$ cat config.mk
export PLATFORM = sky130hd
export DESIGN_NAME = ov7670_stream_gen
export DESIGN_NICKNAME = d
export VERILOG_FILES = /design/src/rtl/ov7670_stream_pkg.sv /design/src/rtl/ov7670_pattern_gen.sv /design/src/rtl/ov7670_stream_gen.sv
export SDC_FILE = /design/constraint.sdc
export NUM_CORES = 1
export LEC_CHECK = 0
export CORE_MARGIN = 5
export CORE_UTILIZATION = 24
export CTS_CLUSTER_DIAMETER = 100
export DETAILED_ROUTE_END_ITERATION = 16
export HOLD_SLACK_MARGIN = 0.15
export SYNTH_ARGS = -nofsm -noshare
export SYNTH_HDL_FRONTEND = slang
export SYNTH_SLANG_ARGS = --single-unit
$ cat constraint.sdc
create_clock -name clk -period 12 [get_ports clk]
set_clock_uncertainty 0.15 [all_clocks]
set_input_delay 3.6 -clock clk [delete_from_list [all_inputs] [get_ports clk]]
set_output_delay 3.6 -clock clk [all_outputs]
set_load 0.005 [all_outputs]
$ cat src/rtl/ov7670_stream_pkg.sv
// Shared definitions for the OV7670 camera stream generator: FSM states,
// pattern codes, byte constants and default frame timing.
package ov7670_stream_pkg;

    typedef enum logic [2:0] {
        ST_IDLE,
        ST_VSYNC,
        ST_VBP,
        ST_ACTIVE,
        ST_VFP
    } state_t;

    localparam logic [1:0] PAT_GRAY    = 2'd0;
    localparam logic [1:0] PAT_RAMP    = 2'd1;
    localparam logic [1:0] PAT_CHECKER = 2'd2;
    localparam logic [1:0] PAT_MOVING  = 2'd3;

    localparam logic [7:0] CHROMA_BYTE = 8'h80;
    localparam logic [7:0] GRAY_Y      = 8'h80;

    localparam int DEF_H_PIXELS     = 640;
    localparam int DEF_V_LINES      = 480;
    localparam int DEF_H_BLANK_CLKS = 288;
    localparam int DEF_VSYNC_LINES  = 3;
    localparam int DEF_VBP_LINES    = 17;
    localparam int DEF_VFP_LINES    = 10;

    // Width of the column and line counters and of the pixel coordinates.
    localparam int CNT_W = 16;

endpackage

$ cat src/rtl/ov7670_pattern_gen.sv
// Combinational byte generator: maps pattern, pixel coordinates and byte
// phase (0 = Y, 1 = chroma) to the byte placed on the camera bus.
module ov7670_pattern_gen
    import ov7670_stream_pkg::*;
(
    input  logic [1:0]       pattern,
    input  logic [CNT_W-1:0] x,
    input  logic [CNT_W-1:0] y,
    input  logic             phase,
    input  logic [7:0]       frame_count,
    output logic [7:0]       data
);

    logic [7:0] y_byte;
    logic       unused_bits;

    assign unused_bits = ^{x[CNT_W-1:8], y[CNT_W-1:4], y[2:0]};

    always_comb begin
        case (pattern)
            PAT_GRAY:    y_byte = GRAY_Y;
            PAT_RAMP:    y_byte = x[7:0];
            PAT_CHECKER: y_byte = (x[3] ^ y[3]) ? 8'hFF : 8'h00;
            default:     y_byte = x[7:0] + frame_count;
        endcase
        data = phase ? CHROMA_BYTE : y_byte;
    end

endmodule

$ cat src/rtl/ov7670_stream_gen.sv
// OV7670-style video source: frame FSM with line/column counters producing
// vsync, href and YUV bytes, all registered on enabled clocks.
module ov7670_stream_gen
    import ov7670_stream_pkg::*;
#(
    parameter int H_PIXELS     = DEF_H_PIXELS,
    parameter int V_LINES      = DEF_V_LINES,
    parameter int H_BLANK_CLKS = DEF_H_BLANK_CLKS,
    parameter int VSYNC_LINES  = DEF_VSYNC_LINES,
    parameter int VBP_LINES    = DEF_VBP_LINES,
    parameter int VFP_LINES    = DEF_VFP_LINES
) (
    input  logic       clk,
    input  logic       rst,
    input  logic       en,
    input  logic       start,
    input  logic       continuous,
    input  logic [1:0] pattern_sel,
    output logic       ov7670_vsync,
    output logic       ov7670_href,
    output logic [7:0] ov7670_data,
    output logic       frame_done,
    output logic [7:0] frame_count
);

    localparam int LINE_CLKS = 2 * H_PIXELS + H_BLANK_CLKS;
    localparam logic [CNT_W-1:0] COL_LAST = CNT_W'(LINE_CLKS - 1);
    localparam logic [CNT_W-1:0] HREF_END = CNT_W'(2 * H_PIXELS);

    state_t           state;
    state_t           nxt_state;
    logic [CNT_W-1:0] col;
    logic [CNT_W-1:0] line;
    logic [CNT_W-1:0] nxt_col;
    logic [CNT_W-1:0] nxt_line;
    logic             pending;
    logic             restart;
    logic             nxt_href;
    logic             nxt_done;
    logic [1:0]       pat_r;
    logic [7:0]       gen_byte;

    function automatic logic [CNT_W-1:0] last_line(input state_t s);
        case (s)
            ST_VSYNC:  return CNT_W'(VSYNC_LINES - 1);
            ST_VBP:    return CNT_W'(VBP_LINES - 1);
            ST_ACTIVE: return CNT_W'(V_LINES - 1);
            default:   return CNT_W'(VFP_LINES - 1);
        endcase
    endfunction

    // Next position in the frame; outputs are registered from this so they
    // line up with the state they describe.
    always_comb begin
        nxt_state = state;
        nxt_col   = col;
        nxt_line  = line;
        restart   = continuous || pending || start;
        if (state == ST_IDLE) begin
            if (restart) begin
                nxt_state = ST_VSYNC;
                nxt_col   = '0;
                nxt_line  = '0;
            end
        end else if (col != COL_LAST) begin
            nxt_col = col + 1'b1;
        end else begin
            nxt_col = '0;
            if (line != last_line(state)) begin
                nxt_line = line + 1'b1;
            end else begin
                nxt_line = '0;
                case (state)
                    ST_VSYNC:  nxt_state = ST_VBP;
                    ST_VBP:    nxt_state = ST_ACTIVE;
                    ST_ACTIVE: nxt_state = ST_VFP;
                    default:   nxt_state = restart ? ST_VSYNC : ST_IDLE;
                endcase
            end
        end
        nxt_href = (nxt_state == ST_ACTIVE) && (nxt_col < HREF_END);
        nxt_done = (nxt_state == ST_VFP) && (nxt_col == COL_LAST)
                   && (nxt_line == last_line(ST_VFP));
    end

    ov7670_pattern_gen u_pattern_gen (
        .pattern     (pat_r),
        .x           ({1'b0, nxt_col[CNT_W-1:1]}),
        .y           (nxt_line),
        .phase       (nxt_col[0]),
        .frame_count (frame_count),
        .data        (gen_byte)
    );

    always_ff @(posedge clk) begin
        if (rst) begin
            state        <= ST_IDLE;
            col          <= '0;
            line         <= '0;
            pending      <= 1'b0;
            pat_r        <= PAT_GRAY;
            ov7670_vsync <= 1'b0;
            ov7670_href  <= 1'b0;
            ov7670_data  <= 8'h00;
            frame_done   <= 1'b0;
            frame_count  <= 8'h00;
        end else if (en) begin
            state <= nxt_state;
            col   <= nxt_col;
            line  <= nxt_line;
            // Entering a frame consumes any queued request; extra pulses collapse.
            if (nxt_state == ST_VSYNC && state != ST_VSYNC) begin
                pat_r   <= pattern_sel;
                pending <= 1'b0;
            end else if (start && state != ST_IDLE) begin
                pending <= 1'b1;
            end
            ov7670_vsync <= (nxt_state == ST_VSYNC);
            ov7670_href  <= nxt_href;
            ov7670_data  <= nxt_href ? gen_byte : 8'h00;
            frame_done   <= nxt_done;
            if (nxt_done) begin
                frame_count <= frame_count + 8'd1;
            end
        end
    end

endmodule

# [Word-level counts from Yosys, hierarchy flattened]
# Index checks and enable logic that the tools add are counted.
[op_classes] addsub=4 n_lt_le_gt_ge=1 n_eq_ne=13 muxes=22 bitwise_logic=1 reduce_logical=14
[ops] cell="16-bit two-way mux" n=9
[ops] cell="16-bit by 1-bit adder with 16-bit output (second input constant)" n=2
[ops] cell="9-bit one-hot mux with 3 select lines" n=1
[ops] cell="8-bit two-way mux" n=3
[ops] cell="8-bit one-hot mux with 3 select lines" n=1
[ops] cell="16-bit by 11-bit == test with 1-bit output (second input constant)" n=1
[ops] cell="16-bit by 4-bit == test with 1-bit output (second input constant)" n=1
[ops] cell="16-bit by 11-bit < comparator with 1-bit output (second input constant)" n=1
[ops] cell="16-bit by 11-bit inequality test with 1-bit output (second input constant)" n=1
[ops] cell="16-bit inequality test" n=1
[ops] cell="3-bit two-way mux" n=4
[ops] cell="3-bit by 2-bit == test with 1-bit output (second input constant)" n=3
[ops] cell="3-bit one-hot mux with 3 select lines" n=1
[ops] cell="8-bit by 1-bit adder with 8-bit output (second input constant)" n=1
[ops] cell="8-bit adder" n=1
[ops] cell="3-bit by 1-bit == test with 1-bit output (second input constant)" n=2
[ops] cell="2-bit AND reduction" n=3
[ops] cell="1-bit logical AND" n=5
[ops] cell="3-bit == test (second input constant)" n=1
[ops] cell="3-bit zero test" n=1
[ops] cell="1-bit two-way mux" n=3
[ops] cell="3-bit by 1-bit inequality test with 1-bit output (second input constant)" n=1
[ops] cell="3-bit nonzero test" n=1
[ops] cell="2-bit by 1-bit == test with 1-bit output (second input constant)" n=1
[ops] cell="5 further kinds" n=6
[word_totals] register_bits=57 inputBits=7 out_inout_bits=19 wordCells=65

# [Depth between registers and ports, before layout]
[depth] depth_word=13 mapped_depth=20 ltp_nobuf=18

# [Modules after synthesis]
# Synthesis repeated with hierarchy kept, for this count alone.
[unflattened] cells_unflattened=604 hier_area_um2=4440.5
[by_module_without_submodules] mod="ov7670_stream_gen" instances=1 cells_per_inst=535 area_per_inst_um2=3938.8 seq_area_each_um2=1141.1
[by_module_without_submodules] mod="ov7670_pattern_gen" instances=1 cells_per_inst=69 area_per_inst_um2=501.7 seq_area_each_um2=0.0

# [Worst setup path before layout]
# OpenSTA, ideal clock, no wires.
[synth_path] kind="input to register" startpoint="in start" endpoint="reg ov7670_data[7]" setup_time_ps=113 t_arrival_ps=6500 required_time_ps=11737 path_slack_ps=5237 path_stages=15 n_path_buf=2 cell_sequence="or3_1 -> nor2_1 -> clkbuf_1 -> clkbuf_1 -> a22oi_1 -> inv_1 -> ha_1 -> a21oi_1 -> nor2b_1 -> o21a_1 -> o41ai_1 -> xnor2_1 -> mux2_2 -> nand4_1 -> nand2_1"
[synth_between] elab_cells_between_ends=20 classes_between="1 x add/sub; 1 x order compare; 1 x eq/ne; 14 x mux; 1 x bitwise; 2 x reduce/logical"
[synth_rtl] element="from (decl)" line_no="ov7670_stream_gen.sv:16" rtl="input logic start,"
[synth_rtl] element="1-bit logical OR *" line_no="ov7670_stream_gen.sv:58" rtl="restart = continuous || pending || start;"
[synth_rtl] element="16-bit two-way mux *" line_no="ov7670_stream_gen.sv:60" rtl="if (restart) begin"
[synth_rtl] element="16-bit two-way mux *" line_no="ov7670_stream_gen.sv:59" rtl="if (state == ST_IDLE) begin"
[synth_rtl] element="net nxt_col[3]" line_no="ov7670_stream_gen.sv:34" rtl="logic [CNT_W-1:0] nxt_col;"
[synth_rtl] element="8-bit adder" line_no="ov7670_pattern_gen.sv:24" rtl="default: y_byte = x[7:0] + frame_count;"
[synth_rtl] element="8-bit one-hot mux with 3 select lines" line_no="ov7670_pattern_gen.sv:20" rtl="case (pattern)"
[synth_rtl] element="8-bit two-way mux" line_no="ov7670_pattern_gen.sv:26" rtl="data = phase ? CHROMA_BYTE : y_byte;"
[synth_rtl] element="8-bit two-way mux *" line_no="ov7670_stream_gen.sv:120" rtl="ov7670_data <= nxt_href ? gen_byte : 8'h00;"
[synth_rtl] element="to (signal assigned)" line_no="ov7670_stream_gen.sv:120"
[synth_rtl] element="to (decl)" line_no="ov7670_stream_gen.sv:21" rtl="output logic [7:0] ov7670_data,"
# Mark *: on every way through the listed nets, which the timed path passes. The rest lies on a longest branch.
# A chain may end at the register's enable or synchronous reset.

# [Final worst setup path]
# Ends and elaborated chain as after synthesis.

==> metrics <==
CTS tree=done; Die Ht=140 um; Sw Share=0.261; Post-synth EDFFs=0; hold depth=2; crit path time final=7190 ps; fill count=1811; Synth async-reset ratio=0; Max stage delay on crit path=490 ps; fmax=0.139 GHz; cts hold-fix bufs=0; core area=0.0166 mm^2; top_reg_cell synth=dfxtp_1; Critical Path AT=7280 ps; DRC errors left=0; Worst Path Required=12090 ps; H-tree levels=3; final slew viol count=0; final instance count without filler cells=787; slew margin rel.=0.425; Peak VDD IR=65.1 uV; Mapped Nets=581; CP max-delay cell=clkdlybuf4s50_1; Worst R2R End=frame_count[6]$_SDFFE_PP0P_; Die W=140 um; syn_area_per_cell=7.23 um^2; first-pass GRT wire length=20300 um; Clk network pwr share=0.514; r2r setup slk=7210 ps; setup TNS=0 ps; Final ANT Viol Nets=0; Comb pwr share=0.115; # rows=47; Clock transition at path regs=60 ps; Crit Path Category=in2reg; PwrDens=116 mW/mm^2; Seq/Total Area, Yosys=0.280; Initial Util=0.245; CP Max Fanout=11; Layout area overhead=17.5%; Reg power frac=0.370; RSZ-0062 raised after global routing=false; internal power=411 uW; Syn. warnings=0; grt ovf=0; CP startpoint=start; Via-to-Cell Ratio=5.32; Buffers on Ports=25; cts repair resizes=0; vias in the first global route=3782; Top Ports=26; TritonCTS buffer count=9; total chip power=555 uW; R2R cell count=10; Total Routing Usage GR=0.126; DR vias=4189; Pre-antenna DRT Iters=5; Final Hold Vio Count=0; Tcrit/Tclk final=0.599; HP Class=reg2reg; status=finished, final reports clean; n_diodes=0; Post-Syn Instances=563; Cell Area, Synth=0.00407 mm^2; critical path startpoint category=input port; worst r2r src=col[0]$_SDFFE_PP0P_; Root Buffer=clkbuf_16; die area=0.0197 mm^2; GPL Wtd Cong=0.857; leakage power=1.65 nW; # Max-Cap Violations=0; Worst Setup End Kind=register; Hold Path End=ov7670_data[7]$_SDFFE_PP0P_; clock latency on the worst-skew pair=340 ps; worst slew pin tran=855 ps; Post-DP HPWL=8350 um; Routed wire per std cell=15.5 um; layout cells sized above 1=0.0688; final setup vio count=0; Clock Path Buffers=2; CTS sink count=57; Sw Pwr=145 uW; DRT Wirelength=12200 um; largest net degree at the start of global routing=51; register bit total from synthesis=57; placed insts=771; crit-path cells=clkdlybuf4s50_1, or3_1, or2_1, o21ai_0, a22oi_1, inv_1, ha_1, a21o_1, a21oi_1, nor2b_1, o21a_1, o41ai_1, xnor2_1, mux2_2, nand4_1, nand2_1; post-synth cell types=61; starting DRC count in detailed routing=435; antenna violations before repair=0; Net count, final=580; min-delay src=ov7670_data[7]$_SDFFE_PP0P_; post-CTS setup buffers=0
==> per-stage QoR <==
stage               hold slack [ps]  utilization  setup slack, ps  instance area, um^2
finish                          294        0.288             4810                 4790
global route                    328        0.288             4420                 4790
CTS                             301        0.288             4810                 4790
detailed placement              294        0.268             4480                 4460
global placement                299        0.268             4610                 4460
floorplan                       284            -             5240                 4070
==> power groups by stage <==
| stage | combinational [mW] | sequential [mW] | clock (mW) |
|---|---|---|---|
| 3_5_place_dp | 0.0633 | 0.209 | 0 |
| 2_1_floorplan | 0.0510 | 0.203 | 0 |
| 5_1_grt | 0.0719 | 0.207 | 0.301 |
| 4_1_cts | 0.0637 | 0.205 | 0.292 |
| 3_3_place_gp | 0.0629 | 0.209 | 0 |
| 6_report | 0.0641 | 0.206 | 0.286 |
==> per-layer routing <==
layer / GRT usage / up-vias / routed length (um) / share of wire
li1: - / 2070 / - / -
met1: 0.191 / 1978 / 6340 / 0.52
met2: 0.172 / 124 / 4960 / 0.41
met3: 0.0300 / 17 / 689 / 0.057
met4: 0.0398 / 0 / 195 / 0.016
met5: 0 / - / 0 / 0
==> worst max path at each step <==
stage                                  end  cells past startpoint
6_report       ov7670_data[7]$_SDFFE_PP0P_                     16
4_1_cts        ov7670_data[7]$_SDFFE_PP0P_                     16
3_3_place_gp   ov7670_data[7]$_SDFFE_PP0P_                     16
2_1_floorplan  ov7670_data[7]$_SDFFE_PP0P_                     15
3_5_place_dp   ov7670_data[7]$_SDFFE_PP0P_                     16
5_1_grt        ov7670_data[7]$_SDFFE_PP0P_                     16
==> synthesized netlist by cell type (8+ instances only) <==
master    count  area [um^2]
or3_1         8         50.1
xnor2_1      16          140
nand4_1      16          100
nand3_1      19         95.1
nand2_1      63          236
nor2_1       70          263
o21ai_0      31          155
nor4_1       11         68.8
mux2i_1      10          100
a211oi_1     13         97.6
clkbuf_1     34          128
a21oi_1      40          200
o31ai_1       9         67.6
and4_1        8         70.1
nor2b_1       9         56.3
nor3_1       24          120
inv_1        13         48.8
or4_1        10         75.1
dfxtp_1      57         1140
ha_1         10          125
==> cells in the final DEF (no fill, tap or decap), types with 3 or more instances in the layout <==
| cell | instances |
|---|---|
| a21oi_1 | 40 |
| clkdlybuf4s50_1 | 23 |
| and4_1 | 8 |
| nand2b_1 | 7 |
| nor3_1 | 24 |
| ha_1 | 10 |
| clkbuf_16 | 9 |
| o31ai_1 | 9 |
| dfxtp_1 | 57 |
| a31oi_1 | 6 |
| o21ai_0 | 31 |
| a21o_1 | 3 |
| o21a_1 | 4 |
| a211oi_1 | 13 |
| a31o_2 | 7 |
| nand4_1 | 16 |
| or4_1 | 10 |
| nand3_1 | 19 |
| and3_1 | 5 |
| mux2i_1 | 10 |
| a22oi_1 | 7 |
| xnor2_1 | 16 |
| nand2_1 | 63 |
| nor4_1 | 11 |
| inv_1 | 13 |
| nor2_1 | 70 |
| buf_4 | 6 |
| and2_1 | 4 |
| or3_1 | 8 |
| nor2b_1 | 9 |
==> registers in the layout, summed over array words and instances, names as in the netlist <==
name / cells
frame_done: 1
ov7670_href: 1
frame_count: 8
pending: 1
line: 16
ov7670_vsync: 1
pat_r: 2
state: 3
ov7670_data: 8
col: 16
==> cell families after synthesis <==
logic type      share of synthesized area
fa+ha+maj                          0.0356
xor+xnor                           0.0387
simple gates                        0.331
buf+inv                            0.0553
compound gates                      0.231
flops                               0.280
mux                                0.0273
==> area by class of cell <==
class	count	area (um^2)	area share
multi-input cells	450	2710	0.565
flip-flops and latches	57	1140	0.238
repair buffers	31	285	0.0596
well taps	220	275	0.0575
clock buffers	11	253	0.0528
clock inverters	5	77.6	0.0162
inverters	13	48.8	0.0102
==> worst max-delay path: cells and delay by family <==
family	cells	cell delay (ps)
adder cells (fa/ha/maj)	1	290
multiplexers	1	360
AO/OA/AOI/OAI	6	1440
XOR/XNOR	1	180
AND/OR/NAND/NOR	5	790
buffers and inverters	2	610
Note: power is estimated with default switching activity, not from simulation.
